## config.mk

```make
export PLATFORM = sky130hd
export DESIGN_NAME = stopwatch_ctrl
export DESIGN_NICKNAME = d
export VERILOG_FILES = /design/src/rtl/stopwatch_ctrl.sv
export SDC_FILE = /design/constraint.sdc
export NUM_CORES = 1
export LEC_CHECK = 0
export CAP_MARGIN = 30
export CORE_MARGIN = 1.5
export CORE_UTILIZATION = 40
export CTS_CLUSTER_DIAMETER = 100
export DETAILED_ROUTE_END_ITERATION = 7
export HOLD_SLACK_MARGIN = 0.02
export PLACE_DENSITY = 0.57
export SLEW_MARGIN = 20
export SYNTH_ARGS = -nofsm -noshare
export SYNTH_HDL_FRONTEND = slang
export SYNTH_SLANG_ARGS = --single-unit
```

## constraint.sdc

```tcl
create_clock -name clk -period 2.7 [get_ports clk]
set_input_delay 0.27 -clock clk [delete_from_list [all_inputs] [get_ports clk]]
set_output_delay 0.27 -clock clk [all_outputs]
set_load 0.05 [all_outputs]
```

## src/rtl/stopwatch_ctrl.sv

```systemverilog
// stopwatch_ctrl: conditions three raw buttons into start/lap/clear events, runs the
// IDLE/RUN/PAUSE controller and the 1 Hz prescaler. Debounce enabled by STOPWATCH_DEBOUNCE_EN.
module stopwatch_ctrl #(
  parameter int TICK_DIV  = 50000000,
  parameter int TICK_W    = 26,
  parameter int DB_CYCLES = 1000000,
  parameter int DB_W      = 20
) (
  input  logic clk,
  input  logic rst,
  input  logic btn_start,
  input  logic btn_lap,
  input  logic btn_clear,
  output logic increment,
  output logic trigger,
  output logic restart,
  output logic pulse,
  output logic running
);

  localparam logic [TICK_W-1:0] TICK_LAST = TICK_W'(TICK_DIV - 1);
  localparam logic [TICK_W-1:0] TICK_HALF = TICK_W'(TICK_DIV / 2 - 1);

  typedef enum logic [1:0] {
    ST_IDLE  = 2'd0,
    ST_RUN   = 2'd1,
    ST_PAUSE = 2'd2
  } state_t;

  logic [2:0] btn_raw;
  logic [2:0] evt;
  logic [1:0] vld_q;

  assign btn_raw = {btn_clear, btn_lap, btn_start};

  // Marks when the synchroniser stages hold real samples rather than reset values.
  always_ff @(posedge clk or negedge rst) begin
    if (!rst) begin
      vld_q <= 2'b00;
    end else begin
      vld_q <= {vld_q[0], 1'b1};
    end
  end

  genvar gi;
  generate
    for (gi = 0; gi < 3; gi++) begin : g_btn
      logic s1_q;
      logic s2_q;
      logic arm_q;
      logic arm_d;

      // A button only arms once it has been seen released, so a press held
      // across reset release never produces an event.
      always_comb begin
        arm_d = arm_q | (vld_q[1] & ~s2_q);
      end

      always_ff @(posedge clk or negedge rst) begin
        if (!rst) begin
          s1_q  <= 1'b0;
          s2_q  <= 1'b0;
          arm_q <= 1'b0;
        end else begin
          s1_q  <= btn_raw[gi];
          s2_q  <= s1_q;
          arm_q <= arm_d;
        end
      end

`ifdef STOPWATCH_DEBOUNCE_EN
      localparam logic [DB_W-1:0] DB_LAST = DB_W'(DB_CYCLES - 1);
      logic            lvl_q;
      logic            lvl_d;
      logic [DB_W-1:0] db_q;
      logic [DB_W-1:0] db_d;
      logic            rise;

      always_comb begin
        lvl_d = lvl_q;
        db_d  = '0;
        rise  = 1'b0;
        if (s2_q != lvl_q) begin
          if (db_q == DB_LAST) begin
            lvl_d = s2_q;
            rise  = s2_q;
          end else begin
            db_d = db_q + DB_W'(1);
          end
        end
      end

      always_ff @(posedge clk or negedge rst) begin
        if (!rst) begin
          lvl_q <= 1'b0;
          db_q  <= '0;
        end else begin
          lvl_q <= lvl_d;
          db_q  <= db_d;
        end
      end

      // The flip itself is the event so the strobe lands on the accepting edge.
      assign evt[gi] = rise & arm_q;
`else
      assign evt[gi] = s1_q & ~s2_q & arm_q;
`endif
    end
  endgenerate

  logic evt_start;
  logic evt_lap;
  logic evt_clear;

  assign evt_start = evt[0];
  assign evt_lap   = evt[1];
  assign evt_clear = evt[2];

  state_t            state_q;
  state_t            state_d;
  logic [TICK_W-1:0] cnt_q;
  logic [TICK_W-1:0] cnt_d;
  logic              increment_q;
  logic              increment_d;
  logic              trigger_q;
  logic              trigger_d;
  logic              restart_q;
  logic              restart_d;
  logic              pulse_q;
  logic              pulse_d;
  logic              running_q;
  logic              running_d;

  always_comb begin
    state_d     = state_q;
    cnt_d       = cnt_q;
    increment_d = 1'b0;
    trigger_d   = 1'b0;
    restart_d   = 1'b0;
    pulse_d     = 1'b0;
    case (state_q)
      ST_IDLE: begin
        cnt_d = '0;
        if (evt_clear) begin
          restart_d = 1'b1;
        end else if (evt_start) begin
          state_d = ST_RUN;
        end
      end
      ST_RUN: begin
        // A stop landing on the last count still completes that second.
        increment_d = (cnt_q == TICK_LAST);
        pulse_d     = (cnt_q == TICK_HALF);
        cnt_d       = increment_d ? '0 : cnt_q + TICK_W'(1);
        trigger_d   = evt_lap;
        if (evt_start) begin
          state_d = ST_PAUSE;
        end
      end
      ST_PAUSE: begin
        if (evt_clear) begin
          restart_d = 1'b1;
          state_d   = ST_IDLE;
          cnt_d     = '0;
        end else if (evt_start) begin
          state_d = ST_RUN;
        end
      end
      default: begin
        state_d = ST_IDLE;
        cnt_d   = '0;
      end
    endcase
    running_d = (state_d == ST_RUN);
  end

  always_ff @(posedge clk or negedge rst) begin
    if (!rst) begin
      state_q     <= ST_IDLE;
      cnt_q       <= '0;
      increment_q <= 1'b0;
      trigger_q   <= 1'b0;
      restart_q   <= 1'b0;
      pulse_q     <= 1'b0;
      running_q   <= 1'b0;
    end else begin
      state_q     <= state_d;
      cnt_q       <= cnt_d;
      increment_q <= increment_d;
      trigger_q   <= trigger_d;
      restart_q   <= restart_d;
      pulse_q     <= pulse_d;
      running_q   <= running_d;
    end
  end

  assign increment = increment_q;
  assign trigger   = trigger_q;
  assign restart   = restart_q;
  assign pulse     = pulse_q;
  assign running   = running_q;

endmodule

```

==> results.ini, run 1 <==
[floorplan]
die-area_sq_um=5740
die-height_microns=75.8
start_util=0.415
rows=26
die_w_microns=75.8
core-area_sq_um=5110
ios=10

[place]
dpl.hpwl_microns=2940
dp.cells=288
io_buffers=9
place_congestion=0.817
place_area_sq_um=2300

[sta]
timing.fmax_mhz=419
drv_slew=0
finalHoldViolations=0
timing.setup.tns_ns=0
slew_headroom=0.512
rsz0062_at_grt=no
tightest_slew_ns=0.732
fin_skew_ns=0.0104
setup_violations=0
fin_crit_sh=0.884
period_needed_ns=2.39

[synthesis]
synth-seq-cells=44
mappedNetlistArea_sq_um=2120
syn_avg_cell_area_sq_um=9.99
synth-seq-area-share=0.520
yosysTopAreaCellShare=0.520
synthDistinctLibCells=41
synth_top_cell_by_area=dfrtp_1
syn_inst=212
syn-num-nets=218
yosysWarnings=0
synth_area_leaders=dfrtp_1, a31oi_1, nand3_1, nand2_1, a41oi_1

[clock_tree]
post_cts_buffers=0
htreeDepth=2
clk_root_buffer_cell=clkbuf_8
cts-buffers-inserted=5
clk_pin_slew_ns=0.09
cts_tree=done
cts.sinks=44
cts_buffer_depth=2
worstSkewPairLatency_ns=0.30

[worst_setup_path]
cp.arrival_ns=2.54
cp-end-kind=flop
critPathLaunchType=flop
startpoint=cnt_q[8]
required_ns=2.85
path_max_fanout=18
r2r_start=cnt_q[8]
worstSetupPathType=flop to flop

[drt]
vias_per_cell=5.58
drc=0
wirelength_microns=4310
routedWlPerCell_microns=14.5
vias=1658
drtAntennaViolNets=0
firstDrtPassIters=4
drt_iter0_drc=143

[hold_path]
hp-class=flop to flop
hold_path_startpoint=vld_q[0]

[global_routing]
grt_pass1_vias=1540
antenna_found_initial=0
grt_use_total=0.171
grt_max_degree=25
grt_overflow=0
grt_first_pass_wirelength_microns=7380

[flow_run]
maxCapViolCount=0

[layout]
finalNetCount=232
final_common_cell=dfrtp_1
insertedDiodeCount=0
drive_gt1_frac=0.115
syn2layout_area_growth_pct=14.5
final_area_sq_um=2430
n_fill_cell=500
fin_cells=297
mostFrequentLayoutCells=dfrtp_1, nand2_1, a31oi_1, nand3_1

[pwr]
p_per_area_nw_per_um2=676
vdd.ir_drop.worst_uv=359
leakagePower_uw=0.00100

[status]
status=finished, final reports clean

[cell usage after synthesis]
master,instances
nand4_1,5
a21oi_2,1
nor3_1,5
a211oi_1,1
or4b_4,1
and3_1,3
nor2_1,8
a211o_1,1
clkbuf_2,1
o2bb2ai_1,1
nand4_2,1
clkbuf_1,3
o21ai_0,11
mux2_2,3
and2_1,3
o31ai_1,2
or3_1,2
ha_1,1
a21o_1,3
or4_1,1
dfrtp_1,44
nor4_2,2
nor4_1,5
nor2b_1,1
nand3_1,16
a31oi_1,20
o311a_1,1
nand2b_1,2
buf_6,2
a22o_1,1
nand2_1,21
nand3b_1,1
nand4b_1,3
a41oi_1,8
a21oi_1,11
conb_1,1
nor4bb_1,1
or4b_2,1
inv_1,9
nor4_4,1
buf_2,4
[registers in the layout, summed over array words and instances, names as in the netlist]
signal and flops:
restart 1, g_btn.s1_q 3, state_q 2, running 1, trigger 1, cnt_q 26
pulse 1, g_btn.arm_q 3, g_btn.s2_q 3, vld_q 2, increment 1
[per-layer routing]
layer / vias to the layer above / GRT usage / share of wire
li1: 829 / - / -
met1: 793 / 0.249 / 0.52
met2: 31 / 0.250 / 0.44
met3: 5 / 0.0370 / 0.037
met4: 0 / 0.0635 / 0.011
met5: - / 0 / 0
[what timing repair did]
action | CTS | global route
hold buffers | 1 | 0
resized for setup | 0 | 0
endpoints found under the hold margin | 20 | 0
[stage by stage]
step	setup slack [ns]	util	hold WS, ns	power (uW)
floorplan	0.704	-	-0.0256	1060
global placement	0.434	0.446	0.332	1140
detailed placement	0.373	0.451	0.279	1150
CTS	0.320	0.475	0.354	1650
global route	0.182	0.475	0.366	1740
finish	0.313	0.475	0.353	1640
[worst paths after layout]
kind,end,slack (ns),depth (start not counted)
min in group asynchronous,cnt_q[15],0.48,2
worst min register to register,vld_q[1],0.35,0
worst min-delay path,vld_q[1],0.35,0
worst max register to register,cnt_q[18],0.31,6
max in group asynchronous,cnt_q[0],1.72,3
worst max-delay path,cnt_q[18],0.31,6
[cell type report]
type / count / area, sq um / share of cell area
clock buffer: 5 / 68.8 / 0.0284
inverter: 9 / 33.8 / 0.0139
multi-input combinational: 149 / 925 / 0.381
tap: 70 / 87.6 / 0.0361
timing repair buffer: 17 / 168 / 0.0691
sequential: 44 / 1100 / 0.454
clock inverter: 3 / 42.5 / 0.0175
[power breakdown]
group | leakage (uW) | switching [uW] | internal (uW)
registers | 0.000575 | 37.1 | 702
logic | 0.000374 | 264 | 133
clock network | 0.0000541 | 229 | 274
[kinds of logic (layout without fill, tap and decap cells)]
logic type | Yosys count | in the layout | synth area share
simple gates | 83 | 83 | 0.226
compound gates | 61 | 61 | 0.187
flops | 44 | 44 | 0.520
buf+inv | 19 | 34 | 0.0437
mux | 3 | 3 | 0.0159
fa+ha+maj | 1 | 1 | 0.00591
other cells | 1 | 1 | 0.00177
[worst max-delay path, cell delays in order (launching register included)]
cell	delay, ns
dfrtp_1	0.48
or4_1	0.59
nor4_2	0.33
a21oi_2	0.29
buf_4	0.27
a41oi_1	0.21
a31oi_1	0.06
Note: power is estimated with default switching activity, not from simulation.
==> inputs of run 2 (changes only) <==
--- a/config.mk
+++ b/config.mk
@@ -7,11 +7,11 @@
 export LEC_CHECK = 0
 export CAP_MARGIN = 30
 export CORE_MARGIN = 1.5
-export CORE_UTILIZATION = 40
+export CORE_UTILIZATION = 59
 export CTS_CLUSTER_DIAMETER = 100
 export DETAILED_ROUTE_END_ITERATION = 7
 export HOLD_SLACK_MARGIN = 0.02
-export PLACE_DENSITY = 0.57
+export PLACE_DENSITY = 0.78
 export SLEW_MARGIN = 20
 export SYNTH_ARGS = -nofsm -noshare
 export SYNTH_HDL_FRONTEND = slang
==> constraint.sdc (replaced) <==
create_clock -name clk -period 2.7 [get_ports clk]
set_input_delay 0.27 -clock clk [delete_from_list [all_inputs] [get_ports clk]]
set_output_delay 0.27 -clock clk [all_outputs]
set_load 0.01 [all_outputs]
==> run 2 against run 1 <==
Largest cell class unchanged; cell count fell by 8.4%; largest power group unchanged; first-iteration DRC count increased by 31%; design area shrank 3.0%.
==> results.ini, run 2 (synthesis results as in run 1) <==
[worst_setup_path]
path_max_fanout=19  ; +1
slowest_stage=or4b_4
cp.arrival_ns=2.57  ; +0.03 ns
max_stage_delay_ns=0.56  ; -0.03 ns
cp-end-kind=flop
required_ns=2.96  ; +0.11 ns
r2r_start=cnt_q[16]
r2r_cells=6  ; unchanged
rrSetupSlack_ns=0.39  ; +0.08 ns
path_cells=or4b_4 > nor4_4 > a21oi_2 > buf_6 > o311a_1 > a211o_1
worstSetupPathType=flop to flop
r2r_end=cnt_q[25]
critPathLaunchType=flop

[clock_tree]
cts-buffers-inserted=5  ; unchanged
clk_pin_slew_ns=0.14  ; +0.05 ns
cts.sinks=44  ; unchanged
cts_resized=0  ; unchanged
worstSkewPairLatency_ns=0.37  ; +0.07 ns
clk_root_buffer_cell=clkbuf_4
cts_tree=done
post_cts_buffers=0  ; unchanged
htreeDepth=2  ; unchanged
holdBufCountCts=0  ; -1
cts_buffer_depth=2  ; unchanged

[hold_path]
hp-class=input port to flop
min_to=g_btn[2].s1_q
holdPathStages=1  ; +1
hold_path_startpoint=btn_clear

[global_routing]
grt_use_total=0.244  ; +0.0725
grt_max_degree=45  ; +80%
antenna_found_initial=0  ; unchanged
grt_pass1_vias=1625  ; +5.5%
grt_first_pass_wirelength_microns=7620  ; +3.2%
grt_overflow=0  ; unchanged

[pwr]
leakagePower_uw=0.000987  ; -1.5%
vdd.ir_drop.worst_uv=489  ; +36%
p_per_area_nw_per_um2=659  ; -2.5%

[floorplan]
die-area_sq_um=3960  ; -31%
core-area_sq_um=3390  ; -34%
die-height_microns=62.9  ; -17%
ios=10  ; unchanged
die_w_microns=62.9  ; -17%
start_util=0.625  ; +0.210
rows=21  ; -19%

[layout]
seq_area_sq_um=1100  ; unchanged
n_fill_cell=276  ; -45%
mostFrequentLayoutCells=dfrtp_1, nand2_1, a31oi_1, nand3_1
syn2layout_area_growth_pct=11.1
finalNetCount=231  ; -0.43%
final_area_sq_um=2350  ; -3.0%
drive_gt1_frac=0.111  ; -0.00392
insertedDiodeCount=0  ; unchanged
regMostFlops=cnt_q
fin_cells=272  ; -8.4%
final_common_cell=dfrtp_1
multi_input_area_sq_um=925  ; unchanged
largest_register_ffs=26  ; unchanged

[sta]
fin_skew_ns=0.0167  ; +0.00638 ns
finalHoldViolations=0  ; unchanged
setup_violations=0  ; unchanged
timing.setup.tns_ns=0  ; unchanged
fin_ws_ns=0.393  ; +0.0803 ns
period_needed_ns=2.31  ; -0.0803 ns
timing.fmax_mhz=433  ; +3.5%
rsz0062_at_grt=no
drv_slew=0  ; unchanged
fin_crit_sh=0.854  ; -0.0298
tightest_slew_ns=0.678  ; -0.0539 ns
slew_headroom=0.547  ; +0.0348

[drt]
firstDrtPassIters=4  ; unchanged
wirelength_microns=4410  ; +2.3%
drt_iter0_drc=187  ; +31%
drtAntennaViolNets=0  ; unchanged
vias=1713  ; +3.3%
vias_per_cell=6.30  ; +13%
drc=0  ; unchanged
routedWlPerCell_microns=16.2  ; +12%

[status]
status=finished, final reports clean

[place]
dp.cells=262  ; -9.0%
dpl_worst_slack_ns=0.261  ; -0.111 ns
io_buffers=9  ; unchanged
dpl.hpwl_microns=3050  ; +3.8%
place_area_sq_um=2240  ; -2.8%
place_congestion=0.911  ; +11%

[flow_run]
maxCapViolCount=0  ; unchanged

==> run 2: final cells by class <==
cell class,count,share of cell area
sequential,44,0.468
timing repair buffer,16,0.0622
clock inverter,2,0.0165
multi-input combinational,149,0.393
clock buffer,6,0.0218
inverter,9,0.0144
tap,46,0.0245
==> run 2: worst max-delay path: cells and delay by family, from the launching register on <==
family	cells	cell delay, ns
buffers and inverters	1	0.21
and+or+nand+nor	2	0.92
DFF	1	0.49
AOI/OAI and AO/OA	3	0.58
==> run 2: how the worst max path moves through the flow <==
stage                         start  depth (start not counted)        end
after floorplan           cnt_q[16]                          7   cnt_q[3]
after global placement    cnt_q[16]                          6  cnt_q[10]
after detailed placement  cnt_q[16]                          6  cnt_q[10]
after CTS                 cnt_q[16]                          6  cnt_q[10]
after global routing      cnt_q[16]                          6  cnt_q[10]
final                     cnt_q[16]                          6  cnt_q[25]
==> run 2: where the power goes <==
part / switching (uW) / internal (uW)
logic: 236 / 134
registers: 37.6 / 703
clock network: 218 / 222
total: 492 / 1060
==> run 2: stage by stage <==
step / utilization / hold WS (ns) / total power (uW)
finish: 0.694 / 0.318 / 1550
CTS: 0.687 / 0.0676 / 1530
global route: 0.694 / 0.299 / 1630
detailed placement: 0.661 / 0.340 / 1100
global placement: 0.661 / 0.337 / 1080
floorplan: - / -0.0256 / 1020
==> run 2: per-layer routing <==
metal	global-route usage	share of wire	wire [microns]
met5	0	0	0
met2	0.394	0.48	2130
met4	0.0694	0.014	60
met1	0.328	0.45	2000
met3	0.0595	0.048	211
==> inputs of run 3 (changes only) <==
==> constraint.sdc (replaced) <==
create_clock -name clk -period 2.6 [get_ports clk]
set_input_delay 0.26 -clock clk [delete_from_list [all_inputs] [get_ports clk]]
set_output_delay 0.26 -clock clk [all_outputs]
set_load 0.01 [all_outputs]
==> run 3 against run 2 <==
Count of clock-buffer cells in the layout did not move; cell count is 0.37% higher; global-route usage rose by 0.76 points; worst hold slack got worse by 0.037 ns; die area stayed put; power is 4.2% higher.
==> results.ini, run 3 (synthesis results as in run 1) <==
[worst_setup_path]
r2r_end=cnt_q[10]
cp-endpoint=cnt_q[10]
cp-end-kind=flop
path_max_fanout=21  ; +2
critPathLaunchType=flop
worstSetupPathType=flop to flop
r2r_start=cnt_q[16]
rrSetupSlack_ns=0.21  ; -0.18 ns
cp.arrival_ns=2.61  ; +0.04 ns
required_ns=2.82  ; -0.14 ns
r2r_cells=6  ; unchanged
startpoint=cnt_q[16]

[clock_tree]
cts.sinks=44  ; unchanged
cts_tree=done
htreeDepth=2  ; unchanged
cts-buffers-inserted=5  ; unchanged
post_cts_buffers=0  ; unchanged
cts_buffer_depth=2  ; unchanged
clk_root_buffer_cell=clkbuf_4
cts_resized=0  ; unchanged
clk_pin_slew_ns=0.14  ; about the same
worstSkewPairLatency_ns=0.37  ; about the same

[layout]
insertedDiodeCount=0  ; unchanged
finalNetCount=232  ; +0.43%
final_area_sq_um=2370  ; +0.58%
syn2layout_area_growth_pct=11.8
final_common_cell=dfrtp_1
largest_register_ffs=26  ; unchanged
mostFrequentLayoutCells=dfrtp_1, nand2_1, a31oi_1, nand3_1
drive_gt1_frac=0.115  ; +0.00392
regMostFlops=cnt_q

[global_routing]
grt_max_degree=45  ; unchanged
grt_pass1_vias=1674  ; +3.0%
grt_first_pass_wirelength_microns=7760  ; +1.8%
grt_overflow=0  ; unchanged
antenna_found_initial=0  ; unchanged
grt_use_total=0.251  ; +0.00760

[sta]
fin_skew_ns=0.0105  ; -0.00623 ns
fin_crit_sh=0.919  ; +0.0644
setup_violations=0  ; unchanged
timing.fmax_mhz=419  ; -3.4%
slew_headroom=0.436  ; -0.111
tightest_slew_ns=0.847  ; +0.169 ns
timing.setup.tns_ns=0  ; unchanged
rsz0062_at_grt=no
whs_ns=0.281  ; -0.0371 ns
drv_slew=0  ; unchanged
period_needed_ns=2.39  ; +0.0821 ns
finalHoldViolations=0  ; unchanged

[place]
place_congestion=0.932  ; +2.3%
io_buffers=9  ; unchanged
dpl.hpwl_microns=3100  ; +1.7%
place_area_sq_um=2250  ; +0.34%

[drt]
routedWlPerCell_microns=16.5  ; +1.5%
drc=0  ; unchanged
vias_per_cell=6.32  ; +0.39%
drtAntennaViolNets=0  ; unchanged
vias=1726  ; +0.76%
wirelength_microns=4490  ; +1.9%
firstDrtPassIters=4  ; unchanged
drt_iter0_drc=215  ; +15%

[hold_path]
hp-class=input port to asynchronous set/reset pin

[floorplan]
core-area_sq_um=3390  ; unchanged
die-area_sq_um=3960  ; unchanged
ios=10  ; unchanged
die_w_microns=62.9  ; unchanged
die-height_microns=62.9  ; unchanged
start_util=0.625  ; unchanged
rows=21  ; unchanged

[flow_run]
maxCapViolCount=0  ; unchanged

[pwr]
leakagePower_uw=0.000993  ; +0.63%
p_per_area_nw_per_um2=682  ; +3.5%
vdd.ir_drop.worst_uv=744  ; +52%

[status]
status=finished, final reports clean

[run 3: worst min-delay path by stage]
stage               startpoint         end  cells past startpoint
finish                     rst  state_q[1]                      2
global route               rst  state_q[0]                      2
CTS                        rst  state_q[0]                      1
detailed placement    vld_q[0]    vld_q[1]                      0
global placement      vld_q[0]    vld_q[1]                      0
floorplan                  rst    cnt_q[0]                      0
[run 3: what timing repair did]
action / CTS / global route
hold buffers: 0 / 1
setup endpoints to repair: 0 / 0
endpoints found under the hold margin: 0 / 11
[run 3: area by class of cell]
cell class,instances,area (sq um)
sequential,44,1100
multi-input combinational,149,925
fill,264,1020
tap,46,57.6
clock inverter,2,38.8
inverter,9,33.8
clock buffer,6,51.3
timing repair buffer,17,160
[run 3: power by group]
group / internal (uW) / total [uW] / leakage, uW / switching, uW
combinational: 138 / 383 / 0.000370 / 245
clock: 230 / 462 / 0.0000484 / 232
sequential: 730 / 769 / 0.000575 / 39.6
total: 1100 / 1610 / 0.000993 / 516
[run 3: stage by stage]
| step | std cells | worst slack [ns] | power, uW | utilization |
|---|---|---|---|---|
| floorplan | 212 | 0.604 | 1060 | - |
| CTS | 271 | 0.211 | 1610 | 0.690 |
| global route | 273 | 0.0897 | 1700 | 0.698 |
| global placement | 263 | 0.345 | 1130 | 0.663 |
| finish | 273 | 0.211 | 1610 | 0.698 |
| detailed placement | 263 | 0.236 | 1160 | 0.663 |
[run 3: per-layer routing]
| layer | track usage | vias up | part of all wire |
|---|---|---|---|
| met5 | 0 | - | 0 |
| met4 | 0.0694 | 0 | 0.018 |
| met3 | 0.0541 | 11 | 0.033 |
| met2 | 0.427 | 33 | 0.50 |
| met1 | 0.324 | 852 | 0.45 |
| li1 | - | 830 | - |
[run 3: worst max-delay path, cell delays in order, from the launching register on]
cell and delay, ns:
dfrtp_1 0.49, or4b_4 0.56, nor4_4 0.36, a21oi_2 0.29, buf_4 0.27, a41oi_1 0.22, a31oi_1 0.06
